[src/rtl/xbus_mon_pkg.sv]
// Shared types and constants for the XBUS slave monitor: record status codes,
// record field offsets (relative to the end of the address field), the
// size-code decoder and the monitor FSM state type.
package xbus_mon_pkg;

  localparam logic [1:0] ST_OK       = 2'd0;
  localparam logic [1:0] ST_PROT_ERR = 2'd1;
  localparam logic [1:0] ST_TIMEOUT  = 2'd2;

  // Record = addr[ADDR_W] followed by REC_FIXED_W bits of fixed fields.
  localparam int unsigned REC_FIXED_W    = 74;
  localparam int unsigned REC_SIZE_OFS   = 0;
  localparam int unsigned REC_READ_OFS   = 2;
  localparam int unsigned REC_WRITE_OFS  = 3;
  localparam int unsigned REC_STATUS_OFS = 4;
  localparam int unsigned REC_NBYTES_OFS = 6;
  localparam int unsigned REC_DATA_OFS   = 10;

  typedef enum logic {
    IDLE,
    DATA
  } mon_state_e;

  // Size code 0/1/2/3 -> 1/2/4/8 bytes.
  function automatic logic [3:0] size_to_bytes(input logic [1:0] size);
    return 4'd1 << size;
  endfunction

endpackage

[src/rtl/xbus_mon_fifo.sv]
// First-word-fall-through FIFO for completed monitor records.
// A push while full is accepted only when a pop happens in the same cycle.
module xbus_mon_fifo #(
  parameter int unsigned WIDTH = 8,
  parameter int unsigned DEPTH = 4
) (
  input  logic                         clk,
  input  logic                         rst_n,
  input  logic                         push,
  input  logic [WIDTH-1:0]             din,
  output logic                         full,
  input  logic                         pop,
  output logic [WIDTH-1:0]             dout,
  output logic                         empty,
  output logic [$clog2(DEPTH+1)-1:0]   level
);

  localparam int unsigned PTR_W = $clog2(DEPTH);
  localparam int unsigned LVL_W = $clog2(DEPTH+1);

  logic [WIDTH-1:0] mem [DEPTH];
  logic [PTR_W-1:0] wr_ptr;
  logic [PTR_W-1:0] rd_ptr;
  logic             do_push;
  logic             do_pop;

  assign full    = (level == LVL_W'(DEPTH));
  assign empty   = (level == '0);
  assign do_pop  = pop && !empty;
  assign do_push = push && (!full || do_pop);
  assign dout    = mem[rd_ptr];

  // Storage, pointers and occupancy counter.
  always_ff @(posedge clk or negedge rst_n) begin
    if (!rst_n) begin
      wr_ptr <= '0;
      rd_ptr <= '0;
      level  <= '0;
      for (int unsigned i = 0; i < DEPTH; i++) mem[i] <= '0;
    end else begin
      if (do_push) begin
        mem[wr_ptr] <= din;
        wr_ptr      <= wr_ptr + PTR_W'(1);
      end
      if (do_pop) rd_ptr <= rd_ptr + PTR_W'(1);
      case ({do_push, do_pop})
        2'b10:   level <= level + LVL_W'(1);
        2'b01:   level <= level - LVL_W'(1);
        default: level <= level;
      endcase
    end
  end

endmodule

[src/rtl/xbus_slave_monitor_pbfm.sv]
// XBUS slave monitor: samples the bus passively, flags each address phase
// for the slave driver, assembles completed transfers into records and
// queues them for a valid/ready consumer.
// Optional wait timeout: define XBUS_MON_WAIT_TIMEOUT_EN.
module xbus_slave_monitor_pbfm
  import xbus_mon_pkg::*;
#(
  parameter int unsigned ADDR_W      = 16,
  parameter int unsigned FIFO_DEPTH  = 4,
  parameter int unsigned TIMEOUT_CYC = 256
) (
  input  logic                              sig_clock,
  input  logic                              sig_reset_n,
  input  logic [ADDR_W-1:0]                 sig_addr,
  input  logic [1:0]                        sig_size,
  input  logic                              sig_read,
  input  logic                              sig_write,
  input  logic                              sig_wait,
  input  logic [7:0]                        sig_data,
  output logic                              a_valid,
  output logic [ADDR_W+3:0]                 a_info,
  output logic                              m_valid,
  input  logic                              m_ready,
  output logic [ADDR_W+REC_FIXED_W-1:0]     m_record,
  output logic [$clog2(FIFO_DEPTH+1)-1:0]   fifo_level,
  output logic [7:0]                        drop_cnt,
  output logic                              prot_err
);

  localparam int unsigned REC_W = ADDR_W + REC_FIXED_W;

  mon_state_e        state_q, state_d;
  logic [ADDR_W-1:0] addr_q;
  logic [1:0]        size_q;
  logic              read_q, write_q;
  logic [1:0]        status_q;
  logic [3:0]        nbytes_exp_q;
  logic [3:0]        beat_cnt_q;
  logic [63:0]       data_q;

  logic              capture, beat_ok, push_req;
  logic [1:0]        push_status;
  logic [3:0]        push_nbytes;
  logic [63:0]       push_data;
  logic [REC_W-1:0]  push_rec;
  logic              fifo_full, fifo_empty, fifo_pop;

`ifdef XBUS_MON_WAIT_TIMEOUT_EN
  localparam int unsigned WT_W = $clog2(TIMEOUT_CYC+1);
  logic [WT_W-1:0] wait_cnt_q;

  // Consecutive wait cycles since DATA entry or the last accepted beat.
  always_ff @(posedge sig_clock or negedge sig_reset_n) begin
    if (!sig_reset_n)                        wait_cnt_q <= '0;
    else if (capture || beat_ok)             wait_cnt_q <= '0;
    else if (state_q == DATA && sig_wait)    wait_cnt_q <= wait_cnt_q + WT_W'(1);
  end
`else
  logic unused_timeout;
  assign unused_timeout = (TIMEOUT_CYC == 0);
`endif

  // FSM state register.
  always_ff @(posedge sig_clock or negedge sig_reset_n) begin
    if (!sig_reset_n) state_q <= IDLE;
    else              state_q <= state_d;
  end

  // FSM next state.
  always_comb begin
    state_d = state_q;
    unique case (state_q)
      IDLE: if (capture)  state_d = DATA;
      DATA: if (push_req) state_d = IDLE;
      default:            state_d = IDLE;
    endcase
  end

  // FSM outputs: capture/beat/push strobes and the record being pushed,
  // which already contains the byte arriving on the final beat.
  always_comb begin
    capture     = 1'b0;
    beat_ok     = 1'b0;
    push_req    = 1'b0;
    push_status = status_q;
    push_nbytes = beat_cnt_q;
    push_data   = data_q;
    unique case (state_q)
      IDLE: capture = sig_read || sig_write;
      DATA: begin
        if (!sig_wait) begin
          beat_ok = 1'b1;
          push_data[{beat_cnt_q[2:0], 3'b000} +: 8] = sig_data;
          push_nbytes = beat_cnt_q + 4'd1;
          push_req    = (push_nbytes == nbytes_exp_q);
        end
`ifdef XBUS_MON_WAIT_TIMEOUT_EN
        else if (wait_cnt_q == WT_W'(TIMEOUT_CYC - 1)) begin
          push_req    = 1'b1;
          push_status = ST_TIMEOUT;
        end
`endif
      end
      default: ;
    endcase
  end

  // Assemble the record in the fixed field layout.
  always_comb begin
    push_rec = '0;
    push_rec[ADDR_W-1:0]                   = addr_q;
    push_rec[ADDR_W+REC_SIZE_OFS   +: 2]   = size_q;
    push_rec[ADDR_W+REC_READ_OFS]          = read_q;
    push_rec[ADDR_W+REC_WRITE_OFS]         = write_q;
    push_rec[ADDR_W+REC_STATUS_OFS +: 2]   = push_status;
    push_rec[ADDR_W+REC_NBYTES_OFS +: 4]   = push_nbytes;
    push_rec[ADDR_W+REC_DATA_OFS   +: 64]  = push_data;
  end

  // Transfer datapath, address-phase event and sticky protocol error.
  always_ff @(posedge sig_clock or negedge sig_reset_n) begin
    if (!sig_reset_n) begin
      a_valid      <= 1'b0;
      a_info       <= '0;
      addr_q       <= '0;
      size_q       <= '0;
      read_q       <= 1'b0;
      write_q      <= 1'b0;
      status_q     <= ST_OK;
      nbytes_exp_q <= '0;
      beat_cnt_q   <= '0;
      data_q       <= '0;
      prot_err     <= 1'b0;
    end else begin
      a_valid <= capture;
      if (capture) begin
        a_info       <= {sig_write, sig_read, sig_size, sig_addr};
        addr_q       <= sig_addr;
        size_q       <= sig_size;
        read_q       <= sig_read;
        write_q      <= sig_write;
        status_q     <= (sig_read && sig_write) ? ST_PROT_ERR : ST_OK;
        nbytes_exp_q <= size_to_bytes(sig_size);
        beat_cnt_q   <= '0;
        data_q       <= '0;
        if (sig_read && sig_write) prot_err <= 1'b1;
      end
      if (beat_ok) begin
        beat_cnt_q <= push_nbytes;
        data_q     <= push_data;
      end
    end
  end

  assign m_valid  = !fifo_empty;
  assign fifo_pop = m_valid && m_ready;

  // Overflow counter: a push is lost only when full with no pop alongside.
  always_ff @(posedge sig_clock or negedge sig_reset_n) begin
    if (!sig_reset_n) drop_cnt <= '0;
    else if (push_req && fifo_full && !fifo_pop && drop_cnt != 8'hFF)
      drop_cnt <= drop_cnt + 8'd1;
  end

  xbus_mon_fifo #(
    .WIDTH (REC_W),
    .DEPTH (FIFO_DEPTH)
  ) u_fifo (
    .clk   (sig_clock),
    .rst_n (sig_reset_n),
    .push  (push_req),
    .din   (push_rec),
    .full  (fifo_full),
    .pop   (fifo_pop),
    .dout  (m_record),
    .empty (fifo_empty),
    .level (fifo_level)
  );

endmodule

[config.mk]
export PLATFORM = sky130hd
export DESIGN_NAME = xbus_slave_monitor_pbfm
export DESIGN_NICKNAME = d
export VERILOG_FILES = /design/src/rtl/xbus_mon_pkg.sv /design/src/rtl/xbus_mon_fifo.sv /design/src/rtl/xbus_slave_monitor_pbfm.sv
export SDC_FILE = /design/constraint.sdc
export NUM_CORES = 1
export LEC_CHECK = 0
export CORE_ASPECT_RATIO = 0.8
export CORE_UTILIZATION = 40
export DETAILED_ROUTE_END_ITERATION = 6
export GPL_TIMING_DRIVEN = 0
export PLACE_DENSITY = 0.63
export SYNTH_ARGS = -nofsm -noshare
export SYNTH_HDL_FRONTEND = slang
export SYNTH_SLANG_ARGS = --single-unit
[constraint.sdc]
create_clock -name sig_clock -period 3.19 [get_ports sig_clock]
set_input_delay 0.4785 -clock sig_clock [delete_from_list [all_inputs] [get_ports sig_clock]]
set_output_delay 0.4785 -clock sig_clock [all_outputs]
set_load 0.01 [all_outputs]
==> reports/metrics.csv <==
metric;value;unit
met3 wire length;3540;µm
NumNets Final;1923;
max layer used;met4;
Crit Path Category;reg -> out;
Cell Chain, Critical Path;buf_4 -> mux4_2 -> clkdlybuf4s50_1;
power per cell area;938;nW/µm²
Worst slew margin;34.3;%
Area after DPL;22400;µm²
synthesized net count;1712;
grt ovf;0;
Final ANT Viol Nets;0;
EDFF count, synth;0;
via density per instance;5.53;
Final period util;97.6;%
cts bufs inserted;48;
DIE AREA;50700;µm²
Slew @ Worst Pin;0.977;ns
kind of end point of the critical path;output port;
Worst Clk Skew;0.0294;ns
CP Launch Type;flop;
post-synthesis area per instance;11.9;µm²
setup TNS;0;ns
Pleak;10.7;nW
CTS max path bufs;3;
Die X-Extent;252;µm
die height;202;µm
Hold WC Path Type;in -> async;
DRT met1 WL;24900;µm
root buffer cell;clkbuf_16;
status;finished, final reports clean;
clk_lat worst skew;0.59;ns
register bit total from synthesis;467;
PortBufs;152;
CORE AREA;48700;µm²
Post-synth ARST share;100;%
area delta synth->final;21.1;%
DR vias;14200;
first-pass GRT wire length;86500;µm
final instance area;24100;µm²
pin count of the biggest net entering global routing;131;
share of layout cells above drive strength 1;15.5;%
R2R setup slack;0.14;ns
predominant post-synthesis flop cell;dfrtp_1;
vias in the first global route;14400;
I/O pin count;156;
WL final;54800;µm
Ys Warns;0;
Worst EP required;2.71;ns
Worst VDD drop;0.370;mV
worst-path fanout max;10;
CP max stage cell;dfrtp_2;
sequential area share after synthesis;58.6;%
WL/cell;21.3;µm
Iteration-0 DRC Markers;1437;
crit-path max cell delay;0.63;ns
final hold vios;0;
DRC;0;
initial antenna violation count;0;
RSZ-0062 raised after global routing;true;
clk sinks;467;
Total GRT Usage;22.2;%
post-route minimum period;3.11;ns
HPWL after DPL;36200;µm
synthesized area;19900;µm²
met2 wire length;25200;µm
starting density of the core;40.9;%
CTS tree;built;
Mapped Cells;1670;
Netlist cell types;48;
Total Power;22.7;mW
Cells after DPL;2492;
n_diodes;0;
CTS clk-pin slew, worst paths;0.06;ns
Fmax;321;MHz
Crit path arrival time;2.64;ns
Final GP Congestion;0.808;
fin cells;2577;
H-tree lvl count;2;
maxcap violations;0;
Setup violations, final;0;
row count;72;
DRT Pass-1 Iters;5;
Slew Limit Fails;0;
[power by group]
part	internal (mW)	switching (mW)
logic	3.76	4.12
registers	7.85	1.25
clock network	3.39	2.29
[Yosys cell counts, drive strengths merged (2+ instances only)]
library cell | instances | share of area [%]
a22o | 34 | 1.5
ha | 9 | 0.56
and3 | 10 | 0.31
a31oi | 2 | 0.063
and2 | 2 | 0.063
mux2 | 86 | 4.9
xor2 | 7 | 0.31
mux4 | 89 | 10
dfrtp | 467 | 59
nand2b | 2 | 0.063
nand2 | 352 | 6.6
nor4 | 3 | 0.23
a21oi | 7 | 0.18
o21ai | 304 | 7.6
xnor2 | 11 | 0.48
or2 | 2 | 0.063
or3 | 3 | 0.094
nand3 | 33 | 0.83
nand4 | 4 | 0.13
inv | 12 | 0.23
o31ai | 2 | 0.075
mux2i | 62 | 3.1
nand3b | 3 | 0.11
buf | 35 | 0.87
nor2 | 20 | 0.38
clkbuf | 91 | 1.7
nor3 | 5 | 0.21
[per-stage QoR]
step | utilization (%) | hold WS, ns | setup WS, ns
4_1_cts | 49.4 | 0.253 | 0.0101
2_1_floorplan | - | 0.183 | 0.572
3_5_place_dp | 46.0 | 0.278 | -0.593
6_report | 49.5 | 0.279 | 0.0759
5_1_grt | 49.5 | 0.271 | -0.0252
3_3_place_gp | 45.7 | 0.456 | -18.49
[flip-flops by register name, indices dropped and copies added, names as in the netlist, 2 cells and up]
register	flops
a_info	20
beat_cnt_q	4
data_q	64
drop_cnt	8
nbytes_exp_q	4
u_fifo.level	3
u_fifo.mem	356
u_fifo.rd_ptr	2
u_fifo.wr_ptr	2
[path summary, 6_finish.rpt]
| path | start | end | cells after the start |
|---|---|---|---|
| setup / recovery | u_fifo.rd_ptr[0] | m_record[48] | 3 |
| hold / removal | sig_reset_n | drop_cnt[0] | 2 |
| setup reg to reg | beat_cnt_q[0] | u_fifo.mem[250] | 9 |
| hold reg to reg | u_fifo.mem[117] | u_fifo.mem[117] | 2 |
| max in group asynchronous | sig_reset_n | u_fifo.mem[259] | 5 |
| min in group sig_clock | sig_data[7] | data_q[23] | 2 |
[cell type report]
class	count	area, µm²
Buffer	124	568
Timing Repair Buffer	163	1690
Fill cell	4300	24600
Multi-Input combinational cell	1064	7740
Sequential cell	467	11700
Inverter	13	48.8
Clock buffer	69	1380
Tap cell	666	833
Clock inverter	11	186
[repair_timing]
action / in CTS / in global routing
hold buffers: 1 / 0
buffers inserted: 4 / 2
pin swaps: 2 / 1
endpoints found under the setup margin: 387 / 255
endpoints found under the hold margin: 6 / 0
resized for setup: 61 / 21
[kinds of logic after synthesis]
group | count (synthesis) | share of synthesized area, %
flops | 467 | 58.6
simple gates | 443 | 9.27
compound gates | 354 | 9.64
mux | 237 | 18.0
buf+inv | 139 | 2.83
xor+xnor | 19 | 0.910
fa+ha+maj | 10 | 0.665
other cells | 1 | 0.0188
[cells in the final DEF, fill, tap and decap left out, types with 9 or more instances in the layout]
cell	count
o21ai_0	282
buf_2	13
and3_1	10
nor2_1	20
mux2i_1	55
o21ai_1	22
clkbuf_16	49
clkbuf_2	15
nand3_1	33
mux2_2	65
xnor2_1	10
mux2_1	21
clkdlybuf4s50_1	151
dfrtp_1	465
ha_1	9
a22o_1	34
mux4_2	89
clkbuf_1	86
nand2_1	352
buf_4	18
inv_1	12
[metal layers]
layer,GRT usage (%),up-vias
li1,-,6279
met1,32.9,7421
met2,33.4,459
met3,3.93,85
met4,6.16,0
met5,0,-
[critical path, delay by kind of cell (launching register included)]
family / cells / cell delay [ns]
buffers and inverters: 2 / 0.86
muxes: 1 / 0.58
DFF: 1 / 0.63
(Power assumes the default switching activity.)
